## config.mk

```make
export PLATFORM = sky130hd
export DESIGN_NAME = keypad_scanner_param
export DESIGN_NICKNAME = d
export VERILOG_FILES = /design/src/rtl/keypad_scanner_param.sv
export SDC_FILE = /design/constraint.sdc
export NUM_CORES = 1
export LEC_CHECK = 0
export ABC_AREA = 0
export CAP_MARGIN = 25
export CORE_UTILIZATION = 55
export DETAILED_ROUTE_END_ITERATION = 10
export GPL_TIMING_DRIVEN = 0
export PLACE_DENSITY = 0.74
export SLEW_MARGIN = 20
export SYNTH_ARGS = -nofsm -noshare
export SYNTH_HDL_FRONTEND = slang
export SYNTH_SLANG_ARGS = --single-unit
```

## constraint.sdc

```tcl
create_clock -name clk -period 3.4 [get_ports clk]
set_input_delay 0.34 -clock clk [delete_from_list [all_inputs] [get_ports clk]]
set_output_delay 0.34 -clock clk [all_outputs]
set_load 0.005 [all_outputs]
```

## src/rtl/keypad_scanner_param.sv

```systemverilog
// Matrix keypad scanner: active-low row strobing, press/release debounce,
// multi-key rejection, optional auto-repeat and a valid/ready event FIFO.
module keypad_scanner_param #(
    parameter int ROWS            = 4,
    parameter int COLS            = 4,
    parameter int SCAN_DIV        = 4,
    parameter int DEBOUNCE_CYCLES = 16,
    parameter int REPEAT_DELAY    = 200,
    parameter int REPEAT_RATE     = 50,
    parameter int FIFO_DEPTH      = 4,
    localparam int KW             = $clog2(ROWS * COLS)
) (
    input  logic            clk,
    input  logic            rst,
    input  logic [COLS-1:0] col_in,
    output logic [ROWS-1:0] row_out,
    output logic [KW-1:0]   key_code,
    output logic            key_release,
    output logic            key_valid,
    input  logic            key_ready,
    output logic            key_held,
    output logic            overflow
);

    localparam int RW    = $clog2(ROWS);
    localparam int CW    = $clog2(COLS);
    localparam int DIVW  = $clog2(SCAN_DIV);
    localparam int DBW   = $clog2(DEBOUNCE_CYCLES + 1);
    localparam int REPW  = (REPEAT_DELAY > 0) ? $clog2(REPEAT_DELAY + 1) : 1;
    localparam int RATEW = $clog2(REPEAT_RATE + 1);
    localparam int AW    = $clog2(FIFO_DEPTH);
    localparam int CNTW  = AW + 1;
    localparam int EW    = KW + 1;

    typedef enum logic [1:0] {
        ST_SCAN     = 2'd0,
        ST_DEBOUNCE = 2'd1,
        ST_HELD     = 2'd2,
        ST_REL_DB   = 2'd3
    } state_t;

    state_t            state_q, state_d;
    logic [RW-1:0]     row_q, row_d;
    logic [ROWS-1:0]   row_out_q;
    logic [DIVW-1:0]   div_q, div_d;
    logic [COLS-1:0]   pat_q, pat_d;
    logic [KW-1:0]     code_q, code_d;
    logic [DBW-1:0]    db_q, db_d;
    logic [REPW-1:0]   rep_q, rep_d;
    logic [RATEW-1:0]  rate_q, rate_d;
    logic              held_q;

    logic [CW:0]       zero_cnt_s;
    logic [CW-1:0]     col_idx_s;
    logic [RW-1:0]     row_next_s;
    logic              push_s;
    logic              push_rel_s;

    logic [EW-1:0]     mem_q [FIFO_DEPTH];
    logic [AW-1:0]     wr_ptr_q, rd_ptr_q;
    logic [CNTW-1:0]   cnt_q, cnt_d;
    logic              valid_q;
    logic              ovf_q;
    logic              pop_s, full_s, wr_en_s, ovf_d;
    logic [EW-1:0]     head_s;

    // Count low columns and locate the last low one (unique when the count is 1).
    always_comb begin
        zero_cnt_s = '0;
        col_idx_s  = '0;
        for (int i = 0; i < COLS; i++) begin
            zero_cnt_s = zero_cnt_s + {{CW{1'b0}}, ~col_in[i]};
            col_idx_s  = col_in[i] ? col_idx_s : CW'(i);
        end
    end

    assign row_next_s = (row_q == RW'(ROWS - 1)) ? '0 : row_q + RW'(1);

    // Scan / debounce / hold / release-debounce next-state logic.
    always_comb begin
        state_d    = state_q;
        row_d      = row_q;
        div_d      = div_q;
        pat_d      = pat_q;
        code_d     = code_q;
        db_d       = db_q;
        rep_d      = rep_q;
        rate_d     = rate_q;
        push_s     = 1'b0;
        push_rel_s = 1'b0;
        case (state_q)
            ST_SCAN: begin
                if (div_q == DIVW'(SCAN_DIV - 1)) begin
                    div_d = '0;
                    if (zero_cnt_s == (CW+1)'(1)) begin
                        state_d = ST_DEBOUNCE;
                        pat_d   = col_in;
                        code_d  = KW'(row_q) * KW'(COLS) + KW'(col_idx_s);
                        db_d    = '0;
                    end else begin
                        row_d = row_next_s;
                    end
                end else begin
                    div_d = div_q + DIVW'(1);
                end
            end
            ST_DEBOUNCE: begin
                if (col_in == pat_q) begin
                    if (db_q + DBW'(1) == DBW'(DEBOUNCE_CYCLES)) begin
                        push_s  = 1'b1;
                        state_d = ST_HELD;
                        db_d    = '0;
                        rep_d   = '0;
                        rate_d  = '0;
                    end else begin
                        db_d = db_q + DBW'(1);
                    end
                end else begin
                    state_d = ST_SCAN;
                    row_d   = row_next_s;
                    db_d    = '0;
                end
            end
            ST_HELD: begin
                if (col_in != pat_q) begin
                    state_d = ST_REL_DB;
                    db_d    = '0;
                end else if (REPEAT_DELAY > 0) begin
                    // rep_q saturates at the initial delay; rate_q paces later repeats.
                    if (rep_q < REPW'(REPEAT_DELAY)) begin
                        rep_d  = rep_q + REPW'(1);
                        push_s = (rep_d == REPW'(REPEAT_DELAY));
                    end else if (rate_q + RATEW'(1) == RATEW'(REPEAT_RATE)) begin
                        rate_d = '0;
                        push_s = 1'b1;
                    end else begin
                        rate_d = rate_q + RATEW'(1);
                    end
                end else begin
                    rep_d = rep_q;
                end
            end
            ST_REL_DB: begin
                if (col_in == {COLS{1'b1}}) begin
                    if (db_q + DBW'(1) == DBW'(DEBOUNCE_CYCLES)) begin
                        push_s     = 1'b1;
                        push_rel_s = 1'b1;
                        state_d    = ST_SCAN;
                        row_d      = row_next_s;
                        db_d       = '0;
                    end else begin
                        db_d = db_q + DBW'(1);
                    end
                end else if (col_in == pat_q) begin
                    state_d = ST_HELD;
                    db_d    = '0;
                end else begin
                    db_d = '0;
                end
            end
            default: begin
                state_d = ST_SCAN;
                row_d   = '0;
                div_d   = '0;
                db_d    = '0;
            end
        endcase
    end

    // Scanner state registers.
    always_ff @(posedge clk or posedge rst) begin
        if (rst) begin
            state_q   <= ST_SCAN;
            row_q     <= '0;
            row_out_q <= ~(ROWS'(1));
            div_q     <= '0;
            pat_q     <= '0;
            code_q    <= '0;
            db_q      <= '0;
            rep_q     <= '0;
            rate_q    <= '0;
            held_q    <= 1'b0;
        end else begin
            state_q   <= state_d;
            row_q     <= row_d;
            row_out_q <= ~(ROWS'(1) << row_d);
            div_q     <= div_d;
            pat_q     <= pat_d;
            code_q    <= code_d;
            db_q      <= db_d;
            rep_q     <= rep_d;
            rate_q    <= rate_d;
            held_q    <= (state_d == ST_HELD) || (state_d == ST_REL_DB);
        end
    end

    assign pop_s   = valid_q & key_ready;
    assign full_s  = (cnt_q == CNTW'(FIFO_DEPTH));
    assign wr_en_s = push_s & (~full_s | pop_s);
    assign ovf_d   = push_s & full_s & ~pop_s;

    // FIFO occupancy update.
    always_comb begin
        cnt_d = cnt_q;
        case ({wr_en_s, pop_s})
            2'b10:   cnt_d = cnt_q + CNTW'(1);
            2'b01:   cnt_d = cnt_q - CNTW'(1);
            default: cnt_d = cnt_q;
        endcase
    end

    // Event FIFO storage and pointers.
    always_ff @(posedge clk or posedge rst) begin
        if (rst) begin
            for (int i = 0; i < FIFO_DEPTH; i++) begin
                mem_q[i] <= '0;
            end
            wr_ptr_q <= '0;
            rd_ptr_q <= '0;
            cnt_q    <= '0;
            valid_q  <= 1'b0;
            ovf_q    <= 1'b0;
        end else begin
            if (wr_en_s) begin
                mem_q[wr_ptr_q] <= {push_rel_s, code_q};
                wr_ptr_q        <= wr_ptr_q + AW'(1);
            end
            if (pop_s) begin
                rd_ptr_q <= rd_ptr_q + AW'(1);
            end
            cnt_q   <= cnt_d;
            valid_q <= (cnt_d != '0);
            ovf_q   <= ovf_d;
        end
    end

    assign head_s      = valid_q ? mem_q[rd_ptr_q] : '0;
    assign key_code    = head_s[KW-1:0];
    assign key_release = head_s[KW];
    assign key_valid   = valid_q;
    assign key_held    = held_q;
    assign overflow    = ovf_q;
    assign row_out     = row_out_q;

endmodule

```

Yosys cells after proc, flatten, opt, wreduce, memory -nomap -nowiden
Index checks and enable logic that the tools add are counted.
Word-level totals
  output and inout port bits: 12
  bits in registers: 67
  logic and storage cells: 139
Cells by class
  bitwise operators: 14
  add/subtract/negate cells: 13
  shift operators: 1
  mux-type cells: 54
  order comparisons: 4
  reduce and logical (&&, ||, !) cells: 9
  eq/ne operators: 25
Operator list (number)
  2-to-1 mux 5 bit: 10
  2-to-1 mux 2 bit: 17
  2-to-1 mux 8 bit: 4
  2-to-1 mux 6 bit: 5
  bitwise mux 20 bit: 1
  case mux 5 bit (4 select lines): 1
  inequality test 2 bit (second input constant): 8
  case mux 8 bit (2 select lines): 1
  == test 2 bit (second input constant): 7
  case mux 6 bit (2 select lines): 1
  binary-select mux 5 bit (select 2 bit): 1
  demux 5 bit (select 2 bit): 1
  AND reduction 5 bit: 2
  adder 2 x 1 -> 2 bit (second input constant): 4
  adder 8 x 1 -> 8 bit (second input constant): 1
  == test 8 bit (second input constant): 1
  < comparator 8 bit (second input constant): 1
  2-to-1 mux 1 bit: 8
  case mux 2 bit (4 select lines): 1
  adder 6 x 1 -> 6 bit (second input constant): 1
  == test 6 bit (second input constant): 1
  greater-or-equal comparator 3 bit (second input constant): 2
  inverter 1 bit: 6
  inverter 2 -> 3 bit: 2
  28 further kinds: 33

Longest topological paths before layout
Gate-level depths: netlist of run 1.
  depth after elaboration: 10
  depth in mapped cells: 14
  depth with buffers taken out: 13

Worst setup path before layout of run 1
No wires, ideal clock.
  path type: flip-flop to flip-flop
  start point: reg rep_q[0]
  end point: reg valid_q, in the netlist key_valid
  cell stages (with the launch flop): 15
  arrival time: 2.790 ns
  path buffers: 2
  period minus slack after synthesis: 2.920 ns
  setup slack: 0.480 ns
  library setup time: 0.130 ns
  cells stage by stage: dfrtp_1 -> ha_1 -> buf_1 -> nor4_1 -> o31ai_1 -> a2111oi_4 -> or2_1 -> buf_6 -> nor2_1 -> fa_1 -> xor2_1 -> nand2_1 -> nor3_1 -> a21oi_1 -> a2bb2oi_1
Between the ends
  longest elaborated chain between the ends: 9
  elaborated cells on any way between the ends: 11
RTL lines
  start, declared: RTL line 49  | logic [REPW-1:0] rep_q, rep_d;
  start signal, assigned: RTL line 191  | rep_q <= rep_d;
  adder 8 x 1 -> 8 bit: RTL line 131  | rep_d = rep_q + REPW'(1);
  == test 8 bit: RTL line 132  | push_s = (rep_d == REPW'(REPEAT_DELAY));
  2-to-1 mux 1 bit (*): RTL line 130  | if (rep_q < REPW'(REPEAT_DELAY)) begin
  2-to-1 mux 1 bit (*): RTL line 125  | if (col_in != pat_q) begin
  case mux 1 bit (3 select lines) (*): RTL line 91  | case (state_q)
  bitwise AND 1 bit (*): RTL line 199  | assign wr_en_s = push_s & (~full_s | pop_s);
  == test 2 x 1 -> 1 bit / == test 2 bit (equally long branches): RTL line 205  | case ({wr_en_s, pop_s})
  case mux 3 bit (2 select lines) (*): RTL line 205
  nonzero test 3 bit (*): RTL line 232  | valid_q <= (cnt_d != '0);
  end signal, assigned: RTL line 232
  end, declared: RTL line 62  | logic valid_q;
Every way passes the cells marked *; elsewhere a longest branch is shown, timed or not.
A chain may end at the register's enable or synchronous reset.

Worst setup path after layout of run 1
  start point: in col_in[1]
  end point: reg valid_q, in the netlist key_valid
Between the ends
  longest elaborated chain between the ends: 7
  elaborated cells on any way between the ends: 12
RTL lines
  start, declared: RTL line 15  | input logic [COLS-1:0] col_in,
  == test 4 bit (tied with other cells): RTL line 144  | if (col_in == {COLS{1'b1}}) begin
  2-to-1 mux 1 bit, on equally long branches: RTL line 144, 108, 125
  case mux 1 bit (3 select lines) (*): RTL line 91
  bitwise AND 1 bit (*): RTL line 199
  == test 2 x 1 -> 1 bit / == test 2 bit (equally long branches): RTL line 205
  case mux 3 bit (2 select lines) (*): RTL line 205
  nonzero test 3 bit (*): RTL line 232
Marked as above.

==> impl_results.md, run 1 <==
- Syn Inst Count: between 300 and 400
- Synthesized net count: roughly 350
- Critical-path cell list: clkdlybuf4s50_1 > xor2_1 > nor4_4 > buf_4 > a22oi_2 > buf_4 > o22ai_2 > or2_1 > buf_6 > nor2_1 > fa_1 > xor2_1 > nand2_1 > nor3_1 > a21oi_1 > a2bb2oi_1
- Final Setup Violations: 0
- GRT overflow: 0
- CTS buffer count: 9
- Crit path kind: input port to register
- Post-Route Utilization: 66.8%
- Post-route cell area: between 4000 and 5000 sq um
- Final hold slack: roughly 280 ps
- Buffers on Ports: 18
- Yosys top cell area share: a little over two fifths
- Row count: 29
- DP Worst Slack: -373 ps
- Synth Warn #: 0
- Clock sinks: between 60 and 70
- Largest family of logic cells by synthesized area: simple AND/OR/NAND/NOR gates
- Die height: 84.0 microns
- DR pass1 iterations: 7
- Worst Hold Class: input port to async pin
- Hpwl dp: between 4 and 5 mm
- Largest net degree at the start of global routing: 53
- Area contributors post-synth: dfrtp_1 (43%), mux2_4 (8.5%), ha_1 (4.4%), mux2_2 (3.7%), o21ai_0 (3.4%)
- WP data required: about 3600 ps
- CORE AREA: about 6400 sq um
- Num ports: 19
- Ys flop type: dfrtp_1
- Die width: around 84 microns
- Seq cells post-synth: 67
- First-pass GRT wire length: ~12 mm
- Via count: between 2000 and 3000
- GRT Overall Usage: 21.7%
- EDFF count, synth: 0
- GP Congestion: about 0.79
- CP Max Fanout: 10
- Setup TNS: 0 ps
- Pwr dens: around 570 nW/um^2
- Diode count: 0
- DR WL/cell: about 16 microns
- Worst skew pair latency: 350 ps
- Tcrit/Tclk final: ~92%
- H-tree depth: 3
- Leak: 1.88 nW
- Final worst slack: ~260 ps
- Worst path arrival time: 3360 ps
- Vias in the first global route: 2438
- CTS tree: built
- Post-synthesis compound-gate area fraction: 10.7%
- Vias/cell: roughly 5.8
- Clock Skew: 7.73 ps
- Fin nets: slightly below 400
- Drt drc: 5
- Synth Area in Simple Gates: between 10% and 20%
- Worst slew margin: 53.0%
- Initial antenna violation count: 0
- Max Freq: 319 MHz
- Worst path max stage delay: 520 ps
- Cell Area, Placed: 4000 sq um
- Final min period: roughly 3100 ps
- FFs w/ async S/R, synth: between 90% and 100%
- Mux contribution to synthesized area: between 10% and 20%
- Root buf cell: clkbuf_8
- Post-route ant nets: 0
- Peak supply drop: 0.000486 V
- Full die area: ~7000 sq um
- Drt initial violations: ~140
- RSZ-0062 raised after global routing: false
- Crit end category: register
- Layout cells sized above 1: between 20% and 30%
- Drt total wl: between 6 and 7 mm
- Hold Vio Cnt, Final: 0
- Worst-path clk slew: roughly 70 ps
- Mapped Avg Cell Area: roughly 11 sq um
- Synth-to-Final Area Change: 16.1%
- Unique cell type count in the Yosys netlist: 51
- Most common library cells after synthesis: dfrtp_1 (64), nand2_1 (29), o21ai_0 (25), nor2_1 (23), mux2_4 (21)
- Slowest CP cell: clkdlybuf4s50_1
- Count leader, synth: dfrtp_1
- Status: finished with violations
- CP startpoint kind: input port
- Worst slew pin tran: between 600 and 700 ps
- Sequential share of the synthesized area: roughly 45%
- Syn Std Cell Area: 3690 sq um
- Post-synthesis xor/xnor area fraction: about 3%
- Initial core utilization: between 50 and 60%
- MaxCap Viol Count: 0
- Maximum clock path buffer count: 2
- Largest area contributor in the netlist: dfrtp_1
- Failing checks: design-rule violations
- CTS Hold Bufs: 0
- Final Max Slew Viols: 0
- Adder-Cell Fraction of Synth Area: 5.49%
[sequential cells by signal (all words and copies together), names as in the netlist]
name and flops:
cnt_q 3, code_q 4, db_q 5, div_q 2
key_held 1, key_valid 1, mem_q 20, overflow 1
pat_q 4, rate_q 6, rd_ptr_q 2, rep_q 8
row_out 4, row_q 2, state_q 2, wr_ptr_q 2
[metrics by stage]
stage	instances	power (mW)
2_1_floorplan	331	1.49
3_3_place_gp	426	1.63
3_5_place_dp	427	1.67
4_1_cts	443	2.48
5_1_grt	448	2.60
6_report	448	2.46
[layout by cell type (no fill, tap or decap), drive strengths merged, types with 4 or more instances in the layout]
cell type       n
o21ai          25
mux4            5
o31ai           7
mux2           33
dfrtp          64
xnor2           8
nand3           8
clkbuf         15
nor2b           4
nand2          29
xor2            5
and2            8
buf            16
nor2           23
clkdlybuf4s50  18
nor3            6
and3            8
or2             4
nand4           5
inv            10
a21oi           8
ha             13
nand2b         10
[report_power, final]
part	total, mW	internal (mW)	switching (mW)
Combinational	0.596	0.315	0.281
Clock	0.803	0.488	0.315
Sequential	1.06	0.941	0.122
Total	2.46	1.74	0.718
[layer usage]
metal,track usage [%],wire [microns],vias up
li1,-,-,1246
met1,29.5,3310,1293
met2,33.4,3310,42
met3,6.43,242,11
met4,7.37,89,0
met5,0,0,-
[worst paths after layout]
check / start / endpoint / slack [ps] / cells past startpoint
max in group asynchronous: rst / row_out[1] / 2540 / 3
min reg2reg: mem_q[12] / mem_q[12] / 520 / 1
max: col_in[1] / key_valid / 260 / 16
max reg2reg: state_q[0] / key_valid / 280 / 14
min: rst / cnt_q[0] / 280 / 2
min in group clk: mem_q[12] / mem_q[12] / 520 / 1
[worst max-delay path: cells and delay by family]
family                   cells  cell delay [ps]
AO/OA/AOI/OAI                4              490
XOR/XNOR                     2              410
buffers and inverters        4             1010
AND/OR/NAND/NOR              5              690
adder cells (fa/ha/maj)      1              420
[cell type report]
type / instances / area, sq um
Buffer: 14 / 93.8
Clock buffer: 10 / 128
Clock inverter: 6 / 114
Fill cell: 467 / 2130
Inverter: 10 / 40.0
Multi-Input combinational cell: 239 / 1890
Sequential cell: 67 / 1680
Tap cell: 77 / 96.3
Timing Repair Buffer: 25 / 253
[kinds of logic (layout without fill, tap and decap cells)]
| kind of cell | count (synthesis) | in the layout |
|---|---|---|
| adder cells (fa/ha/maj) | 15 | 15 |
| multiplexers | 39 | 39 |
| AO/OA/AOI/OAI | 59 | 59 |
| flip-flops | 67 | 67 |
| AND/OR/NAND/NOR | 113 | 113 |
| XOR/XNOR | 13 | 13 |
| buffers and inverters | 25 | 65 |
[what timing repair did]
| item | CTS | global route |
|---|---|---|
| setup endpoints to repair | 1 | 2 |
| endpoints found under the hold margin | 0 | 0 |
| resized for setup | 0 | 2 |
| buffers inserted | 0 | 6 |
| pin swaps | 1 | 2 |
Note: power is estimated with default switching activity, not from simulation.
==> run 2, diff against run 1 <==
Settings changed: REMOVE_ABC_BUFFERS set to 1.
==> run 2 against run 1 <==
Compared with the run above:
- the run still ends with design-rule violations left
- non-clock buffer count is 17 lower
- worst hold slack improved by 24 ps
- routed wire length fell by 4.6%
- cell count fell by 3.8%
- via count decreased by 4.4%
==> impl_results.md, run 2 (synthesized netlist as in run 1, its figures left out) <==
- Via count: 2478 (-4.4%)
- Clock sinks: 67 (unchanged)
- Crit end category: register
- Diode count: 0 (unchanged)
- H-tree depth: 3 (unchanged)
- Post-route ant nets: 0 (unchanged)
- Final worst slack: 216 ps (-46.9 ps)
- Final Setup Violations: 0 (unchanged)
- Crit path kind: input port to register
- Reg2Reg Setup Slack: 320 ps (+40 ps)
- DP Worst Slack: -529 ps (-156 ps)
- First-pass GRT wire length: 11.6 mm (-3.4%)
- WP buf/inv: 2 (-2)
- Post-route cell area: 4200 sq um (-2.2%)
- Worst path max stage delay: 600 ps (+80 ps)
- Layout cells sized above 1: 20.1% (-1.8 points)
- CP startpoint kind: input port
- Worst slew pin tran: 704 ps (+6.26 ps)
- Final min period: 3180 ps (+46.9 ps)
- Clock Skew: 12.6 ps (+4.84 ps)
- DR WL/cell: 15.4 microns (-0.79%)
- Worst skew pair latency: 340 ps (about the same)
- Top Registers: mem_q x20, rep_q x8, rate_q x6
- GP Congestion: 0.841 (+6.1%)
- Drt initial violations: 110 (-23%)
- CTS Hold Bufs: 0 (unchanged)
- Non-Filler Instances: 431 (-3.8%)
- Failing checks: design-rule violations
- Buffers on Ports: 18 (unchanged)
- Pwr dens: 601 nW/um^2 (+4.7%)
- Drt drc: 3 (-2)
- Vias/cell: 5.75 (-0.63%)
- Slowest CP cell: clkdlybuf4s50_1
- Worst Setup SP: col_in[3]
- Status: finished with violations
- GRT overflow: 0 (unchanged)
- Row count: 29 (unchanged)
- Worst Hold Class: input port to async pin
- Worst slew margin: 52.6% (-0.42 points)
- Initial core utilization: 57.5% (unchanged)
- Initial antenna violation count: 0 (unchanged)
- Top reg by flops: mem_q
- Worst path arrival time: 3400 ps (+40 ps)
- WP data required: 3620 ps (about the same)
- Largest net degree at the start of global routing: 48 (-9.4%)
- Reg2Reg Depth: 12 (-2)
- Fin nets: 371 (-4.4%)
- Die width: 84.0 microns (unchanged)
- Reg2reg start: rep_q[0]
- DR pass1 iterations: 7 (unchanged)
- Drt total wl: 6.64 mm (-4.6%)
- R2R Path End: key_valid
- Synth-to-Final Area Change: 13.5%
- Max reg flops: 20 (unchanged)
- Leading cell type in the layout, fill and taps excluded: dfrtp_1
- Full die area: 7050 sq um (unchanged)
- Highest-count cells in the layout ignoring fill and taps: dfrtp_1 (64), nand2_1 (29), o21ai_0 (25)
- Largest delay contributor family on the critical path: compound AO/OA/AOI/OAI gates
- CP Max Fanout: 10 (unchanged)
- GRT Overall Usage: 20.9% (-0.87 points)
- CTS tree: built
- Maximum clock path buffer count: 2 (unchanged)
- Final Max Slew Viols: 0 (unchanged)
- Hpwl dp: 4.61 mm (-1.3%)
- Cell Area, Placed: 3900 sq um (-2.4%)
- Worst-path clk slew: 70 ps (about the same)
- Tcrit/Tclk final: 93.6% (+1.4 points)
- Crit path top cell by count: xor2_1
- Max Freq: 314 MHz (-1.5%)
- Hold Vio Cnt, Final: 0 (unchanged)
- Leak: 1.83 nW (-2.8%)
- MaxCap Viol Count: 0 (unchanged)
- Critical-path cell list: clkdlybuf4s50_1 > xor2_1 > nor4_4 > buf_4 > a22oi_2 > o22ai_1 > or2_4 > nor2_1 > fa_1 > xor2_1 > nand2_1 > nor3_1 > a21oi_1 > a2bb2oi_1
- Root buf cell: clkbuf_8
- Num ports: 19 (unchanged)
- Peak supply drop: 0.000417 V (-14%)
- Die height: 84.0 microns (unchanged)
- CORE AREA: 6420 sq um (unchanged)
- RSZ-0062 raised after global routing: false
- Vias in the first global route: 2515 (+3.2%)
- Final hold slack: 304 ps (+23.6 ps)
- CTS buffer count: 9 (unchanged)
- Total placed cells including tap cells: 412 (-3.5%)
-- run 2: cell types whose count changed in the layout (fill, tap and decap cells not counted), moves of 3 or more --
| cell | delta |
|---|---|
| buf_4 | -3 |
| buf_6 | -5 |
| buf_2 | -3 |
| clkbuf_1 | -5 |
-- run 2: layer usage --
metal  wire length, microns  GRT usage (%)
met1                   3130           27.2
met2                   3250           34.1
met3                    197           5.04
met4                     57           7.21
met5                      0              0
-- run 2: power by group --
part | internal (mW) | total [mW] | leakage [nW] | switching (mW)
combinational | 0.310 | 0.546 | 0.818 | 0.236
clock | 0.564 | 0.876 | 0.127 | 0.311
sequential | 0.941 | 1.10 | 0.883 | 0.158
-- run 2: metrics by stage --
step	power, mW	util, %	TNS, ps
4_1_cts	2.54	65.2	0
2_1_floorplan	1.48	-	0
5_1_grt	2.66	65.3	0
3_3_place_gp	1.61	60.3	-2670
6_report	2.52	65.3	0
3_5_place_dp	1.65	60.8	-4550
-- run 2: layout make-up --
cell class	instances	area (sq um)
multi-input cells	239	1880
well taps	77	96.3
fillers	491	2230
flip-flops and latches	67	1680
clock buffers	10	128
repair buffers	22	230
inverters	10	40.0
clock inverters	6	136
-- run 2: worst max-delay path by stage --
stage	end	cells past startpoint	slack [ps]
detailed placement	key_valid	13	-530
CTS	key_valid	11	80
floorplan	key_valid	12	500
global route	key_valid	14	30
global placement	key_valid	13	-420
finish	key_valid	14	220
-- run 2: timing repair --
| item | 4_1_cts | 5_1_grt |
|---|---|---|
| pin swaps | 1 | 0 |
| cloned | 0 | 0 |
| setup buffers | 3 | 0 |
| setup endpoints to repair | 2 | 2 |
| resized for setup | 0 | 3 |
